$ cat config.mk
export PLATFORM = sky130hd
export DESIGN_NAME = timer_scheduler_flat
export DESIGN_NICKNAME = d
export VERILOG_FILES = /design/src/rtl/timer_sched_pkg.sv /design/src/rtl/timer_scheduler_if.sv /design/src/rtl/timer_sched_channel.sv /design/src/rtl/timer_scheduler.sv /design/src/flat_wrapper.sv
export SDC_FILE = /design/constraint.sdc
export NUM_CORES = 1
export LEC_CHECK = 0
export ABC_AREA = 1
export BUFFER_PORTS_ARGS = -buffer_cell sky130_fd_sc_hd__clkbuf_2
export CAP_MARGIN = 20
export CORE_AREA = 2 2 280 282
export DETAILED_ROUTE_END_ITERATION = 8
export DIE_AREA = 0 0 282 284
export PLACE_DENSITY_LB_ADDON = 0.2
export SKIP_CTS_REPAIR_TIMING = 1
export SLEW_MARGIN = 0
export SYNTH_ARGS = -nofsm -noshare
export SYNTH_HDL_FRONTEND = slang
export SYNTH_SLANG_ARGS = --single-unit
$ cat constraint.sdc
create_clock -name clk -period 2.15 [get_ports clk]
set_clock_uncertainty 0.2 [all_clocks]
set_input_delay 0.215 -clock clk [delete_from_list [all_inputs] [get_ports clk]]
set_output_delay 0.215 -clock clk [all_outputs]
set_load 0.005 [all_outputs]
$ cat src/rtl/timer_sched_pkg.sv
// Shared types, default sizes and the wrap-safe expiry compare for the
// multi-channel compare-timer scheduler.
package timer_sched_pkg;

  localparam int unsigned DEF_N_CH = 4;
  localparam int unsigned DEF_CW   = 32;
  // Widest count the expiry helper accepts; callers zero-extend into it.
  localparam int unsigned MAX_CW   = 64;

  typedef enum logic [1:0] {
    IDLE  = 2'd0,
    ARMED = 2'd1,
    FIRED = 2'd2
  } ch_state_t;

  // count has reached target when (count - target) is non-negative in cw-bit
  // two's complement. Zero-extension does not disturb the low cw bits of the
  // difference, so bit cw-1 of the wide result is the cw-bit sign.
  function automatic logic expired(input logic [MAX_CW-1:0] count,
                                   input logic [MAX_CW-1:0] target,
                                   input int unsigned       cw);
    logic [MAX_CW-1:0] diff;
    diff = count - target;
    return ~diff[6'(cw - 1)];
  endfunction

endpackage

$ cat src/rtl/timer_scheduler_if.sv
// Register-decode / interrupt-side bundle of the timer scheduler.
interface timer_scheduler_if #(
  parameter int N_CH = 4,
  parameter int CW   = 32,
  parameter int CHW  = $clog2(N_CH)
);
  logic [CW-1:0]   count;
  logic            cfg_we;
  logic [CHW-1:0]  cfg_ch;
  logic            cfg_arm;
  logic            cfg_periodic;
  logic [CW-1:0]   cfg_limit;
  logic            ack_we;
  logic [CHW-1:0]  ack_ch;
  logic            irq;
  logic [CHW-1:0]  irq_ch;
  logic [N_CH-1:0] pending;
  logic [N_CH-1:0] overrun;
  logic [N_CH-1:0] armed;

  // Register decode / tick source side
  modport master (
    output count, cfg_we, cfg_ch, cfg_arm, cfg_periodic, cfg_limit,
           ack_we, ack_ch,
    input  irq, irq_ch, pending, overrun, armed
  );

  // Scheduler side
  modport slave (
    input  count, cfg_we, cfg_ch, cfg_arm, cfg_periodic, cfg_limit,
           ack_we, ack_ch,
    output irq, irq_ch, pending, overrun, armed
  );
endinterface

$ cat src/rtl/timer_sched_channel.sv
// One timer channel: target/limit registers, wrap-safe compare against the
// shared count, periodic reload, pending and sticky overrun flags.
module timer_sched_channel
  import timer_sched_pkg::*;
#(
  parameter int CW = DEF_CW
) (
  input  logic          clk,
  input  logic          rst,
  input  logic [CW-1:0] count,
  input  logic          cfg_hit,
  input  logic          cfg_arm,
  input  logic          cfg_periodic,
  input  logic [CW-1:0] cfg_limit,
  input  logic          ack_hit,
  output logic          pending,
  output logic          overrun,
  output logic          armed
);

  ch_state_t     state;
  logic [CW-1:0] target;
  logic [CW-1:0] limit;
  logic          periodic;
  logic          fire;

  assign fire  = (state == ARMED) &&
                 expired(MAX_CW'(count), MAX_CW'(target), CW);
  assign armed = (state == ARMED);

  // Channel FSM. A cfg write owns the cycle outright (any coincident expiry
  // or ack is dropped); otherwise expiry wins over ack for pending, and an
  // ack in the expiry cycle suppresses the overrun it would have caused.
  always_ff @(posedge clk or negedge rst) begin
    if (!rst) begin
      state    <= IDLE;
      target   <= '0;
      limit    <= '0;
      periodic <= 1'b0;
      pending  <= 1'b0;
      overrun  <= 1'b0;
    end else if (cfg_hit) begin
      pending <= 1'b0;
      overrun <= 1'b0;
      if (cfg_arm) begin
        state    <= ARMED;
        target   <= count + cfg_limit;
        limit    <= cfg_limit;
        periodic <= cfg_periodic;
      end else begin
        state <= IDLE;
      end
    end else if (fire) begin
      pending <= 1'b1;
      if (pending && !ack_hit) overrun <= 1'b1;
      // Reload from the old target, not from count, so period never drifts;
      // a late channel catches up one limit per cycle.
      if (periodic) target <= target + limit;
      else          state  <= FIRED;
    end else if (ack_hit) begin
      pending <= 1'b0;
      if (state == FIRED) state <= IDLE;
    end
  end

endmodule

$ cat src/rtl/timer_scheduler.sv
// N_CH compare-timer channels sharing one free-running count, with cfg/ack
// index decode and a registered fixed-priority interrupt merge.
module timer_scheduler
  import timer_sched_pkg::*;
#(
  parameter int N_CH = DEF_N_CH,
  parameter int CW   = DEF_CW,
  parameter int CHW  = $clog2(N_CH)
) (
  input  logic           clk,
  input  logic           rst,
  timer_scheduler_if.slave bus
);

  logic [N_CH-1:0] cfg_hit;
  logic [N_CH-1:0] ack_hit;
  logic [N_CH-1:0] pend_w;
  logic [N_CH-1:0] ovr_w;
  logic [N_CH-1:0] armed_w;
  logic [CHW-1:0]  enc_ch;
  logic            enc_vld;
  logic            irq_q;
  logic [CHW-1:0]  irq_ch_q;

  // Out-of-range indices match no channel and are dropped here.
  for (genvar i = 0; i < N_CH; i++) begin : g_ch
    assign cfg_hit[i] = bus.cfg_we && (bus.cfg_ch == CHW'(i));
    assign ack_hit[i] = bus.ack_we && (bus.ack_ch == CHW'(i));

    timer_sched_channel #(.CW(CW)) u_ch (
      .clk          (clk),
      .rst          (rst),
      .count        (bus.count),
      .cfg_hit      (cfg_hit[i]),
      .cfg_arm      (bus.cfg_arm),
      .cfg_periodic (bus.cfg_periodic),
      .cfg_limit    (bus.cfg_limit),
      .ack_hit      (ack_hit[i]),
      .pending      (pend_w[i]),
      .overrun      (ovr_w[i]),
      .armed        (armed_w[i])
    );
  end

  // Lowest pending index wins; 0 when nothing pending.
  always_comb begin
    enc_ch  = '0;
    enc_vld = |pend_w;
    for (int i = N_CH - 1; i >= 0; i--) begin
      if (pend_w[i]) enc_ch = CHW'(i);
    end
  end

  // Interrupt merge is registered so irq/irq_ch depend only on flops.
  always_ff @(posedge clk or negedge rst) begin
    if (!rst) begin
      irq_q    <= 1'b0;
      irq_ch_q <= '0;
    end else begin
      irq_q    <= enc_vld;
      irq_ch_q <= enc_ch;
    end
  end

  assign bus.irq     = irq_q;
  assign bus.irq_ch  = irq_ch_q;
  assign bus.pending = pend_w;
  assign bus.overrun = ovr_w;
  assign bus.armed   = armed_w;

endmodule

$ cat src/flat_wrapper.sv
// flat-port wrapper written by rule: the top's interface ports become plain ports
module timer_scheduler_flat import timer_sched_pkg::*;
#(
  parameter int N_CH = DEF_N_CH,
  parameter int CW   = DEF_CW,
  parameter int CHW  = $clog2(N_CH)
)
  (clk, rst, bus_count, bus_cfg_we, bus_cfg_ch, bus_cfg_arm, bus_cfg_periodic, bus_cfg_limit, bus_ack_we, bus_ack_ch, bus_irq, bus_irq_ch, bus_pending, bus_overrun, bus_armed);
  timer_scheduler_if #(.N_CH(N_CH), .CW(CW), .CHW(CHW)) bus_i ();
  input  logic clk;
  input  logic rst;
  input wire logic [$bits(bus_i.count)-1:0] bus_count;
  input wire logic [$bits(bus_i.cfg_we)-1:0] bus_cfg_we;
  input wire logic [$bits(bus_i.cfg_ch)-1:0] bus_cfg_ch;
  input wire logic [$bits(bus_i.cfg_arm)-1:0] bus_cfg_arm;
  input wire logic [$bits(bus_i.cfg_periodic)-1:0] bus_cfg_periodic;
  input wire logic [$bits(bus_i.cfg_limit)-1:0] bus_cfg_limit;
  input wire logic [$bits(bus_i.ack_we)-1:0] bus_ack_we;
  input wire logic [$bits(bus_i.ack_ch)-1:0] bus_ack_ch;
  output wire logic [$bits(bus_i.irq)-1:0] bus_irq;
  output wire logic [$bits(bus_i.irq_ch)-1:0] bus_irq_ch;
  output wire logic [$bits(bus_i.pending)-1:0] bus_pending;
  output wire logic [$bits(bus_i.overrun)-1:0] bus_overrun;
  output wire logic [$bits(bus_i.armed)-1:0] bus_armed;
  assign bus_i.count = bus_count;
  assign bus_i.cfg_we = bus_cfg_we;
  assign bus_i.cfg_ch = bus_cfg_ch;
  assign bus_i.cfg_arm = bus_cfg_arm;
  assign bus_i.cfg_periodic = bus_cfg_periodic;
  assign bus_i.cfg_limit = bus_cfg_limit;
  assign bus_i.ack_we = bus_ack_we;
  assign bus_i.ack_ch = bus_ack_ch;
  assign bus_irq = bus_i.irq;
  assign bus_irq_ch = bus_i.irq_ch;
  assign bus_pending = bus_i.pending;
  assign bus_overrun = bus_i.overrun;
  assign bus_armed = bus_i.armed;
  timer_scheduler #(.N_CH(N_CH), .CW(CW), .CHW(CHW)) u_core (.clk(clk), .rst(rst), .bus(bus_i));
endmodule
==> results of run 1 <==
-- how the worst max path moves through the flow --
stage                                    from                              to  slack, ps
2_1_floorplan   u_core.g_ch[3].u_ch.target[0]  u_core.g_ch[3].u_ch.target[26]        -50
3_3_place_gp                    bus_count[30]    u_core.g_ch[3].u_ch.state[1]       -640
3_5_place_dp                    bus_count[30]    u_core.g_ch[3].u_ch.state[0]       -650
4_1_cts        u_core.g_ch[0].u_ch.target[26]  u_core.g_ch[0].u_ch.target[28]       -600
5_1_grt        u_core.g_ch[3].u_ch.target[13]  u_core.g_ch[3].u_ch.target[28]       -500
6_report       u_core.g_ch[2].u_ch.target[17]   u_core.g_ch[2].u_ch.target[4]       -430
-- per-layer routing --
layer / track usage (%) / routed length [um] / up-vias
met4: 9.28 / 5120 / 0
met5: 0 / 0 / -
met1: 36.9 / 50900 / 14300
li1: - / - / 15300
met3: 1.98 / 5040 / 205
met2: 45.4 / 55000 / 719
-- sequential cells by signal, summed over array words and instances, names as in the netlist --
name                       count
u_core.bus.irq                 1
u_core.bus.irq_ch              2
u_core.g_ch.u_ch.limit       128
u_core.g_ch.u_ch.overrun       4
u_core.g_ch.u_ch.pending       4
u_core.g_ch.u_ch.periodic      4
u_core.g_ch.u_ch.state         8
u_core.g_ch.u_ch.target      128
-- through the flow --
stage | cell area, sq um | utilization [%]
after floorplan | 26700 | -
after global placement | 33500 | 43.6
after detailed placement | 33500 | 43.6
after CTS | 34600 | 44.9
after global routing | 38000 | 49.4
final | 38000 | 49.4
-- logic make-up (layout without fill, tap and decap cells) --
kind of cell	Yosys count	count (layout)
multiplexers	4	4
AND/OR/NAND/NOR	2459	2459
buffers and inverters	743	1550
XOR/XNOR	40	40
flip-flops	279	279
AO/OA/AOI/OAI	499	499
adder cells (fa/ha/maj)	280	280
other	0	2
-- critical path, stage by stage, from the launching register on --
cell and delay [ps]:
dfrtp_1 420, inv_2 120, ha_4 210, nand2_2 80
inv_2 40, nand2_1 70, nand2_1 60, nand2_1 60
nand2_1 60, a21oi_2 190, buf_6 150, nand2_4 50
nand2_4 60, nand4_4 230, nand2_8 210, clkbuf_16 180
nand2_1 60, nand2_1 60
-- layout by cell type, fill, tap and decap left out, types with 33 or more instances in the layout --
| cell type | netlist | final |
|---|---|---|
| a21oi_1 | 200 | 151 |
| a21oi_2 | 1 | 48 |
| buf_4 | 15 | 679 |
| clkbuf_16 | 0 | 49 |
| clkbuf_2 | 0 | 87 |
| dfrtp_1 | 279 | 274 |
| ha_1 | 275 | 201 |
| ha_4 | 0 | 61 |
| inv_1 | 633 | 589 |
| inv_2 | 5 | 45 |
| nand2_1 | 1588 | 1371 |
| nand2_2 | 6 | 163 |
| nand2_4 | 1 | 57 |
| nand3_1 | 414 | 376 |
| nand3_2 | 3 | 33 |
| nand4_1 | 34 | 34 |
| nor2_1 | 308 | 261 |
| nor2_2 | 1 | 34 |
| o21ai_0 | 225 | 209 |
-- power breakdown --
group	internal [mW]	total (mW)	leakage [nW]	switching (mW)
Sequential	6.95	8.41	3.51	1.47
Combinational	13.9	30.8	17.1	16.8
Clock	3.25	5.76	0.516	2.51
-- final cells by class --
class / instances / area share [%]
clock inverters: 10 / 0.244
multi-input cells: 3282 / 50.6
diodes: 2 / 0.0132
repair buffers: 856 / 18.5
inverters: 638 / 6.33
flip-flops and latches: 279 / 18.4
well taps: 1040 / 3.42
clock buffers: 46 / 2.52
==> results.rst, run 1 <==
.. list-table::
   :header-rows: 1

   * - Metric
     - Value
   * - Num ports
     - 89
   * - Setup total negative slack
     - -45490 ps
   * - Cell taking the most area after synthesis
     - dfrtp_1
   * - Final routed DRC violation total
     - 0
   * - Number of sinks handled by clock tree synthesis
     - 279
   * - Most frequent cell after synthesis
     - nand2_1
   * - Layout overhead on the synthesized area
     - 42.4%
   * - Number of cell instances on the worst register-to-register path
     - 17
   * - Largest cells by area after synthesis
     - dfrtp_1 (26%), nand2_1 (22%), ha_1 (13%)
   * - Nets
     - 5446
   * - Minimum setup slack among reg-to-reg paths
     - -430 ps
   * - Core ar.
     - 77000 sq um
   * - Half-perimeter wire length after detailed placement
     - about 90000 um
   * - Clock tree from TritonCTS
     - built
   * - Count of final setup violators
     - between 100 and 150
   * - Maximum fanout encountered on the critical timing path
     - 6
   * - Worst slack after detailed placement
     - -647 ps
   * - Count of flip-flops with a built-in enable after synthesis
     - 0
   * - Total track usage
     - 27.2%
   * - Ratio of cells with drive above 1 in the final layout
     - between 20 and 30%
   * - Synth Net Count
     - 4658
   * - Number of buffers on the longest clock path
     - 3
   * - Transition time at the pin with the least slew margin
     - 817 ps
   * - Placed insts
     - 6022
   * - Start point of the worst hold path
     - bus_ack_ch[0]
   * - Initial core utilization
     - 34.7%
   * - Sequential element share of the synthesized area
     - 26.2%
   * - Fin. Hold Viols
     - 10
   * - Number of instances in the synthesized netlist
     - 4304
   * - Clock edge transition at the registers on the reported setup and hold paths
     - 60 ps
   * - Detailed Routing Iterations Pass 1
     - 6
   * - Max-Slew Margin vs Limit
     - 45.4%
   * - Setup CP Type
     - flip-flop to flip-flop
   * - Xor/xnor share of the synthesized area
     - 1.31%
   * - DIE AREA
     - 80100 sq um
   * - Post-Synth Adder-Cell Area
     - between 10% and 20%
   * - Type of the most critical hold path
     - primary input to flip-flop
   * - Outcome
     - finished with violations
   * - Clock tree root driver cell
     - clkbuf_16
   * - Worst hold slack
     - -52.4 ps
   * - Post-layout min period
     - 2580 ps
   * - Critical Path End Type
     - flip-flop
   * - Crit path launch type
     - flip-flop
   * - Data required, critical path
     - 2440 ps
   * - Initial antenna violation count
     - 2
   * - Tot Pwr
     - 45.0 mW
   * - Area fraction of the dominant cell type after synthesis
     - 26.2%
   * - Vias in the first global route
     - 28800
   * - Count of standard-cell rows
     - 102
   * - Count of distinct cell types in the synthesized netlist
     - 43
   * - Average cell area after synthesis
     - about 6.2 sq um
   * - Die outline width
     - roughly 280 um
   * - Area occupied by registers
     - 6990 sq um
   * - Min-Delay Path Depth
     - 5
   * - Number of buffers created by CTS
     - 35
   * - Max Cap Viol
     - 0
   * - Mean routed wirelength per cell
     - 18.9 um
   * - Clock insertion delay at the later pin of the skew report
     - 570 ps
   * - Final critical-path setup slack
     - -427 ps
   * - Count of state elements after synthesis
     - ~280
   * - Endpoint of the lowest-slack register-to-register path
     - u_core.g_ch[2].u_ch.target[4]
   * - Power per Cell Area
     - 1180 nW/um^2
   * - Post-synthesis simple-gate area fraction
     - 38.2%
   * - Post-route insts no fill
     - 6153
   * - Final number of max-transition violations
     - 0
   * - I/O Buffers
     - 88
   * - FILL cells
     - 7825
   * - Worst Hold Endpoint
     - u_core.g_ch[2].u_ch.overrun
   * - Netlist Area Pre-Place
     - 26700 sq um
   * - Vias per inst
     - 4.96
   * - Worst ir drop on vdd
     - 0.000551 V
   * - Start of the worst register-to-register path
     - u_core.g_ch[2].u_ch.target[17]
   * - Global-route wire length before repair
     - 165000 um
   * - Failing checks
     - negative hold slack, negative setup slack
   * - Async set-or-reset flop fraction in the synthesized netlist
     - 100%
   * - Leak Pwr
     - 21.1 nW
   * - Residual antenna-violating net count after detailed routing
     - 0
   * - Vertical die dimension
     - 284 um
   * - Area taken by multi-input logic gates
     - 19200 sq um
   * - Dominant register cell in the synthesized netlist
     - dfrtp_1
   * - Multiplexer fraction of the synthesized cell area
     - less than 1%
   * - Area fraction in compound gates after synthesis
     - 9.87%
   * - Period utilisation layout
     - 120%
   * - Yosys warning count
     - 0
   * - Routed via count
     - just over 30000
   * - Starting DRC count in detailed routing
     - 1961
   * - Final Wtd Congestion
     - 0.973
   * - Most frequent cells after synthesis
     - nand2_1 (1588), inv_1 (633), nand3_1 (414)
   * - Wire length reported by the detailed router
     - about 120000 um
   * - Largest family of logic cells by synthesized area
     - simple AND/OR/NAND/NOR gates
   * - Overflow after GRT
     - 0
   * - Total number of H-tree levels
     - 2
   * - Pin count of the biggest net entering global routing
     - 99
   * - RSZ-0062 raised after global routing
     - true
   * - Peak Freq
     - just under 0.4 GHz
   * - Data arrival time at the worst-slack endpoint
     - 2870 ps
(Power assumes the default switching activity.)
==> run 2, diff against run 1 <==
--- a/config.mk
+++ b/config.mk
@@ -5,12 +5,13 @@
 export SDC_FILE = /design/constraint.sdc
 export NUM_CORES = 1
 export LEC_CHECK = 0
-export ABC_AREA = 1
-export BUFFER_PORTS_ARGS = -buffer_cell sky130_fd_sc_hd__clkbuf_2
+export ABC_AREA = 0
+export BUFFER_PORTS_ARGS = -buffer_cell sky130_fd_sc_hd__buf_2
 export CAP_MARGIN = 20
-export CORE_AREA = 2 2 280 282
+export CORE_AREA = 2 2 255 257
 export DETAILED_ROUTE_END_ITERATION = 8
-export DIE_AREA = 0 0 282 284
+export DIE_AREA = 0 0 257 259
+export GPL_ROUTABILITY_DRIVEN = 1
 export PLACE_DENSITY_LB_ADDON = 0.2
 export SKIP_CTS_REPAIR_TIMING = 1
 export SLEW_MARGIN = 0
==> results.rst, run 2 <==
.. list-table::
   :header-rows: 1

   * - Metric
     - Value
   * - Outcome
     - finished with violations
   * - Failing checks
     - negative hold slack, negative setup slack
   * - Count of state elements after synthesis
     - 279
   * - Metal1 wirelength
     - 39700 um
   * - Crit path launch type
     - flip-flop
   * - Registers with the most flip-flops
     - u_core.g_ch.u_ch.limit x128, u_core.g_ch.u_ch.target x128, u_core.g_ch.u_ch.state x8
   * - Dominant register cell in the synthesized netlist
     - dfrtp_1
   * - Nets
     - ~3800
   * - Yosys warning count
     - 0
   * - Clock edge transition at the registers on the reported setup and hold paths
     - 60 ps
   * - RSZ-0062 raised after global routing
     - true
   * - Area fraction of the dominant cell type after synthesis
     - 31.6%
   * - Sum of met3 wire segment lengths after detailed routing
     - approximately 4400 um
   * - Cell taking the most area after synthesis
     - dfrtp_1
   * - Cell type of the slowest stage on the worst timing path
     - or4b_1
   * - Initial core utilization
     - between 30% and 40%
   * - Clock tree root driver cell
     - clkbuf_16
   * - Start point of the worst hold path
     - bus_cfg_limit[1]
   * - Critical Path End Type
     - flip-flop
   * - Ratio of cells with drive above 1 in the final layout
     - 40.2%
   * - Netlist Area Pre-Place
     - 22100 sq um
   * - Max incr delay on CP
     - 480 ps
   * - Worst hold slack
     - -9.45 ps
   * - Max-Slew Margin vs Limit
     - 37.7%
   * - Power per Cell Area
     - 1450 nW/um^2
   * - Number of buffers on the longest clock path
     - 3
   * - Num ports
     - 89
   * - Half-perimeter wire length after detailed placement
     - 62000 um
   * - Data arrival time at the worst-slack endpoint
     - 3710 ps
   * - Final routed DRC violation total
     - 0
   * - Setup total negative slack
     - -136900 ps
   * - Setup CP Type
     - flip-flop to flip-flop
   * - Count of flip-flops with a built-in enable after synthesis
     - 0
   * - Count of distinct cell types in the synthesized netlist
     - 76
   * - DIE AREA
     - 66600 sq um
   * - Async set-or-reset flop fraction in the synthesized netlist
     - 100%
   * - Peak Freq
     - 0.289 GHz
   * - Count of final setup violators
     - 144
   * - Number of sinks handled by clock tree synthesis
     - between 200 and 300
   * - Met2 WL
     - 37600 um
   * - Overflow after GRT
     - 0
   * - Final core utilization
     - a little over half
   * - Most frequent cells after synthesis
     - nand2_1 (332), a21oi_1 (281), dfrtp_1 (279)
   * - Average cell area after synthesis
     - 8.44 sq um
   * - Vias per inst
     - 5.24
   * - Mean routed wirelength per cell
     - 19.6 um
   * - Max Cap Viol
     - 0
   * - Most common cell after layout, fill and taps aside
     - buf_4
   * - Layout overhead on the synthesized area
     - 52.3%
   * - Synth Net Count
     - 2970
   * - Routed via count
     - 22500
   * - Die outline width
     - roughly 260 um
   * - Most frequent cell after synthesis
     - nand2_1
   * - Final critical-path setup slack
     - -1310 ps
   * - Count of standard-cell rows
     - 93
   * - Clock tree from TritonCTS
     - built
   * - Data required, critical path
     - approximately 2400 ps
   * - Detailed Routing Iterations Pass 1
     - 5
   * - Sequential element share of the synthesized area
     - around a third
   * - Start of the worst register-to-register path
     - u_core.g_ch[2].u_ch.limit[12]
   * - Largest cells by area after synthesis
     - dfrtp_1 (32%), ha_1 (16%), a21oi_1 (6.4%)
   * - Starting DRC count in detailed routing
     - about 1500
   * - Timing startpoint of the critical path
     - u_core.g_ch[2].u_ch.limit[12]
   * - Vertical die dimension
     - 259 um
   * - Final Wtd Congestion
     - approximately 0.92
   * - Total track usage
     - 22.7%
   * - Commonest non-fill, non-tap cells in the layout
     - buf_4 (635), nand2_1 (327), dfrtp_1 (278)
   * - Vias in the first global route
     - ~21000
   * - Period utilisation layout
     - 161%
   * - Number of instances in the synthesized netlist
     - 2616
   * - I/O Buffers
     - 88
   * - Transition time at the pin with the least slew margin
     - around 930 ps
   * - Type of the most critical hold path
     - primary input to flip-flop
   * - Fin. Hold Viols
     - 2
   * - Topmost layer with routed signal wires
     - met4
   * - Worst ir drop on vdd
     - 0.000532 V
   * - Post-layout min period
     - 3460 ps
   * - Maximum fanout encountered on the critical timing path
     - 2
   * - Initial antenna violation count
     - 1
   * - Residual antenna-violating net count after detailed routing
     - 0
   * - Pin count of the biggest net entering global routing
     - 56
   * - Total number of H-tree levels
     - 2
   * - Cell-by-cell trace of the critical path
     - ha_4 -> a22o_4 -> a2111oi_2 -> o31a_2 -> o31ai_4 -> a22o_1 -> or4b_1 -> a31o_1 -> a21oi_2 -> xor2_2 -> o31ai_1 -> a211oi_1
   * - Wire length reported by the detailed router
     - roughly 84000 um
   * - Clock insertion delay at the later pin of the skew report
     - 560 ps
   * - Global-route wire length before repair
     - 118000 um
   * - Leak Pwr
     - 16.0 nW
   * - Core ar.
     - 63900 sq um
   * - Number of buffers created by CTS
     - 37
   * - Final number of max-transition violations
     - 0
[run 2: changes by cell type after synthesis, moves of 31 or more]
cell,previous run,this run
a21oi_1,200,281
mux2_2,0,97
clkbuf_1,52,87
nor2_1,308,208
o21ai_0,225,194
nand3_1,414,43
xnor2_1,24,85
xor2_1,16,54
nand2_1,1588,332
a21o_1,15,82
inv_1,633,165
[run 2: final cells by class]
| class | count | area (sq um) |
|---|---|---|
| multi-input combinational | 2072 | 16500 |
| sequential | 279 | 6980 |
| inverter | 165 | 624 |
| clock inverter | 14 | 129 |
| antenna | 3 | 7.51 |
| fill | 5749 | 30300 |
| clock buffer | 50 | 1110 |
| timing repair buffer | 854 | 7220 |
| tap | 855 | 1070 |
[run 2: worst paths after layout]
check / slack (ps) / end / cells past startpoint
setup / recovery: -1310 / u_core.g_ch[2].u_ch.target[31] / 12
hold / removal: -9 / u_core.g_ch[1].u_ch.limit[1] / 4
setup reg to reg: -1310 / u_core.g_ch[2].u_ch.target[31] / 12
hold reg to reg: 290 / u_core.g_ch[0].u_ch.limit[3] / 2
max in group asynchronous: 280 / u_core.g_ch[1].u_ch.target[2] / 3
min in group asynchronous: 140 / u_core.g_ch[3].u_ch.limit[10] / 3
[run 2: report_power, final]
group / switching [mW] / internal [mW]
clock: 2.55 / 3.84
combinational: 16.6 / 17.1
sequential: 1.43 / 7.13
[run 2: metrics by stage]
stage / total power [mW] / instance area [sq um] / std cells / worst slack [ps]
2_1_floorplan: 25.2 / 22800 / 2616 / -1070
3_3_place_gp: 36.1 / 29200 / 4132 / -1390
3_5_place_dp: 36.8 / 29200 / 4132 / -1490
4_1_cts: 43.4 / 30400 / 4196 / -1500
5_1_grt: 52.4 / 33600 / 4290 / -1430
6_report: 48.6 / 33600 / 4292 / -1310
[run 2: kinds of logic after synthesis]
group / share of synthesized area (%)
AOI/OAI and AO/OA: 21.3
xor gates and xnor gates: 5.51
adders and majority gates: 16.0
buffers and inverters: 4.71
DFF: 31.6
muxes: 5.08
and+or+nand+nor: 15.7
[run 2: worst max-delay path: cells and delay by family, from the launching register on]
family	cells	cell delay, ps
fa+ha+maj	1	250
simple gates	1	480
compound gates	9	1840
xor+xnor	1	180
flops	1	410
[run 2: metal layers]
metal	track usage, %	up-vias
li1	-	10900
met1	34.0	10900
met2	34.7	560
met3	2.27	116
met4	6.22	0
met5	0	-
==> run 3, diff against run 2 <==
--- a/config.mk
+++ b/config.mk
@@ -6,11 +6,11 @@
 export NUM_CORES = 1
 export LEC_CHECK = 0
 export ABC_AREA = 0
-export BUFFER_PORTS_ARGS = -buffer_cell sky130_fd_sc_hd__buf_2
+export BUFFER_PORTS_ARGS = -buffer_cell sky130_fd_sc_hd__clkbuf_2
 export CAP_MARGIN = 20
-export CORE_AREA = 2 2 255 257
+export CORE_AREA = 2 2 199 201
 export DETAILED_ROUTE_END_ITERATION = 8
-export DIE_AREA = 0 0 257 259
+export DIE_AREA = 0 0 201 203
 export GPL_ROUTABILITY_DRIVEN = 1
 export PLACE_DENSITY_LB_ADDON = 0.2
 export SKIP_CTS_REPAIR_TIMING = 1
==> results.rst, run 3 (same netlist as run 2, synthesis figures left out) <==
.. list-table::
   :header-rows: 1

   * - Metric
     - Value
   * - Half-perimeter wire length after detailed placement
     - 60200 um
   * - Nets
     - 3755
   * - Most common cell after layout, fill and taps aside
     - buf_4
   * - Max incr delay on CP
     - 470 ps
   * - Critical path destination
     - u_core.g_ch[2].u_ch.target[31]
   * - Number of sinks handled by clock tree synthesis
     - around 280
   * - Core ar.
     - between 30000 and 40000 sq um
   * - Setup CP Type
     - flip-flop to flip-flop
   * - Outcome
     - finished with violations
   * - Crit path launch type
     - flip-flop
   * - Final routed DRC violation total
     - 0
   * - Final critical-path setup slack
     - -1440 ps
   * - Largest delay share family, worst path
     - compound AO/OA/AOI/OAI gates
   * - Initial antenna violation count
     - 3
   * - I/O Buffers
     - 88
   * - Failing checks
     - negative hold slack, negative setup slack
   * - Layout overhead on the synthesized area
     - 48.7%
   * - Transition time at the pin with the least slew margin
     - roughly 590 ps
   * - Leak Pwr
     - around 16 nW
   * - Area taken by multi-input logic gates
     - 16400 sq um
   * - Ratio of cells with drive above 1 in the final layout
     - about two fifths
   * - Type of the most critical hold path
     - primary input to async pin
   * - RSZ-0062 raised after global routing
     - true
   * - Num ports
     - 89
   * - Clock tree from TritonCTS
     - built
   * - Count of final setup violators
     - 144
   * - Data arrival time at the worst-slack endpoint
     - around 3800 ps
   * - Worst hold slack
     - -6.38 ps
   * - Max Cap Viol
     - 0
   * - Start of the worst register-to-register path
     - u_core.g_ch[2].u_ch.target[10]
   * - Overflow after GRT
     - 0
   * - FILL cells
     - between 2000 and 2500
   * - Minimum setup slack among reg-to-reg paths
     - -1440 ps
   * - Wire length reported by the detailed router
     - 88500 um
   * - Final number of max-transition violations
     - 0
   * - Vertical die dimension
     - 203 um
   * - Period utilisation layout
     - 167%
   * - Endpoint of the lowest-slack register-to-register path
     - u_core.g_ch[2].u_ch.target[31]
   * - Mean routed wirelength per cell
     - 22.5 um
   * - Pin count of the biggest net entering global routing
     - 58
   * - Global-route wire length before repair
     - about 120000 um
   * - Data required, critical path
     - 2400 ps
   * - Cell-by-cell trace of the critical path
     - ha_4 -> or3_4 -> or2_1 -> o2111ai_2 -> o31ai_4 -> a22o_1 -> or4b_1 -> a31o_1 -> a21oi_2 -> xor2_1 -> o31ai_1 -> a211oi_1
   * - Total track usage
     - 36.8%
   * - Number of buffers created by CTS
     - 35
   * - Peak Freq
     - 0.279 GHz
   * - Clock tree root driver cell
     - clkbuf_16
   * - Antenna Cells
     - 0
   * - DIE AREA
     - 40800 sq um
   * - Timing startpoint of the critical path
     - u_core.g_ch[2].u_ch.target[10]
   * - Cell type of the slowest stage on the worst timing path
     - or4b_1
   * - Clock insertion delay at the later pin of the skew report
     - 570 ps
   * - Count of standard-cell rows
     - 72
   * - Clock edge transition at the registers on the reported setup and hold paths
     - about 60 ps
   * - Bufs and invs on worst path
     - 0
   * - Worst ir drop on vdd
     - approximately 0.0011 V
   * - Logic depth of the worst setup path including buffers
     - 12
   * - Die outline width
     - 201 um
   * - Total number of H-tree levels
     - 2
   * - Number of buffers on the longest clock path
     - 3
   * - Final Wtd Congestion
     - 0.985
   * - Number of cell instances on the worst register-to-register path
     - 12
   * - Residual antenna-violating net count after detailed routing
     - 0
   * - Critical Path End Type
     - flip-flop
   * - Fin. Hold Viols
     - 1
   * - Post-layout min period
     - 3590 ps
   * - Commonest non-fill, non-tap cells in the layout
     - buf_4 (635), nand2_1 (325), dfrtp_1 (276)
   * - Starting DRC count in detailed routing
     - 2472
   * - Routed via count
     - 24200
   * - Area occupied by registers
     - 6990 sq um
   * - Max-Slew Margin vs Limit
     - 60.0%
   * - Initial core utilization
     - 57.4%
   * - Vias in the first global route
     - 22100
   * - Maximum fanout encountered on the critical timing path
     - 2
   * - Vias per inst
     - about 6
   * - Power per Cell Area
     - 1500 nW/um^2
   * - Worst slack after detailed placement
     - -1320 ps
   * - Detailed Routing Iterations Pass 1
     - 6
   * - Registers with the most flip-flops
     - u_core.g_ch.u_ch.limit x128, u_core.g_ch.u_ch.target x128, u_core.g_ch.u_ch.state x8
run 3: worst min-delay path by stage:
stage	start	to	depth (start not counted)
finish	rst	u_core.g_ch[2].u_ch.limit[2]	2
global route	bus_ack_ch[0]	u_core.g_ch[2].u_ch.state[1]	4
CTS	rst	u_core.g_ch[2].u_ch.limit[2]	1
detailed placement	rst	u_core.g_ch[2].u_ch.limit[2]	1
global placement	rst	u_core.g_ch[2].u_ch.limit[2]	1
floorplan	rst	u_core.bus.irq	0
run 3: final cells by class:
cell class / instances / share of cell area, %
inverter: 165 / 1.89
tap: 518 / 1.97
clock inverter: 6 / 0.187
multi-input combinational: 2072 / 49.8
sequential: 279 / 21.3
timing repair buffer: 848 / 21.5
clock buffer: 52 / 3.30
run 3: per-layer routing:
layer / track usage [%] / up-vias / wire (um)
li1: - / 10900 / -
met1: 54.3 / 11800 / 35800
met2: 56.4 / 1332 / 39400
met3: 5.63 / 271 / 9510
met4: 9.63 / 0 / 3800
met5: 0 / - / 0
run 3: power breakdown:
group | leakage (nW) | internal (mW) | switching, mW
clock network | 0.564 | 3.59 | 2.49
registers | 3.27 | 7.13 | 1.65
logic | 12.0 | 16.8 | 17.6
total | 15.8 | 27.5 | 21.8
run 3: worst reg2reg max path: stages (launching register included):
cell and delay [ps]:
dfrtp_1 440, ha_4 200, or3_4 420, or2_1 260
o2111ai_2 250, o31ai_4 130, a22o_1 260, or4b_1 470
a31o_1 200, a21oi_2 130, xor2_1 240, o31ai_1 100
a211oi_1 190
run 3: stage by stage:
| step | TNS [ps] | util [%] | instance area [sq um] | instances | power [mW] |
|---|---|---|---|---|---|
| after floorplan | -74400 | - | 22800 | 2616 | 25.2 |
| after global placement | -152660 | 74.4 | 28600 | 3783 | 35.2 |
| after detailed placement | -164480 | 74.4 | 28600 | 3783 | 36.4 |
| after CTS | -158970 | 77.3 | 29700 | 3841 | 42.7 |
| after global routing | -170060 | 85.3 | 32800 | 3940 | 52.1 |
| final | -157730 | 85.3 | 32800 | 3940 | 49.2 |
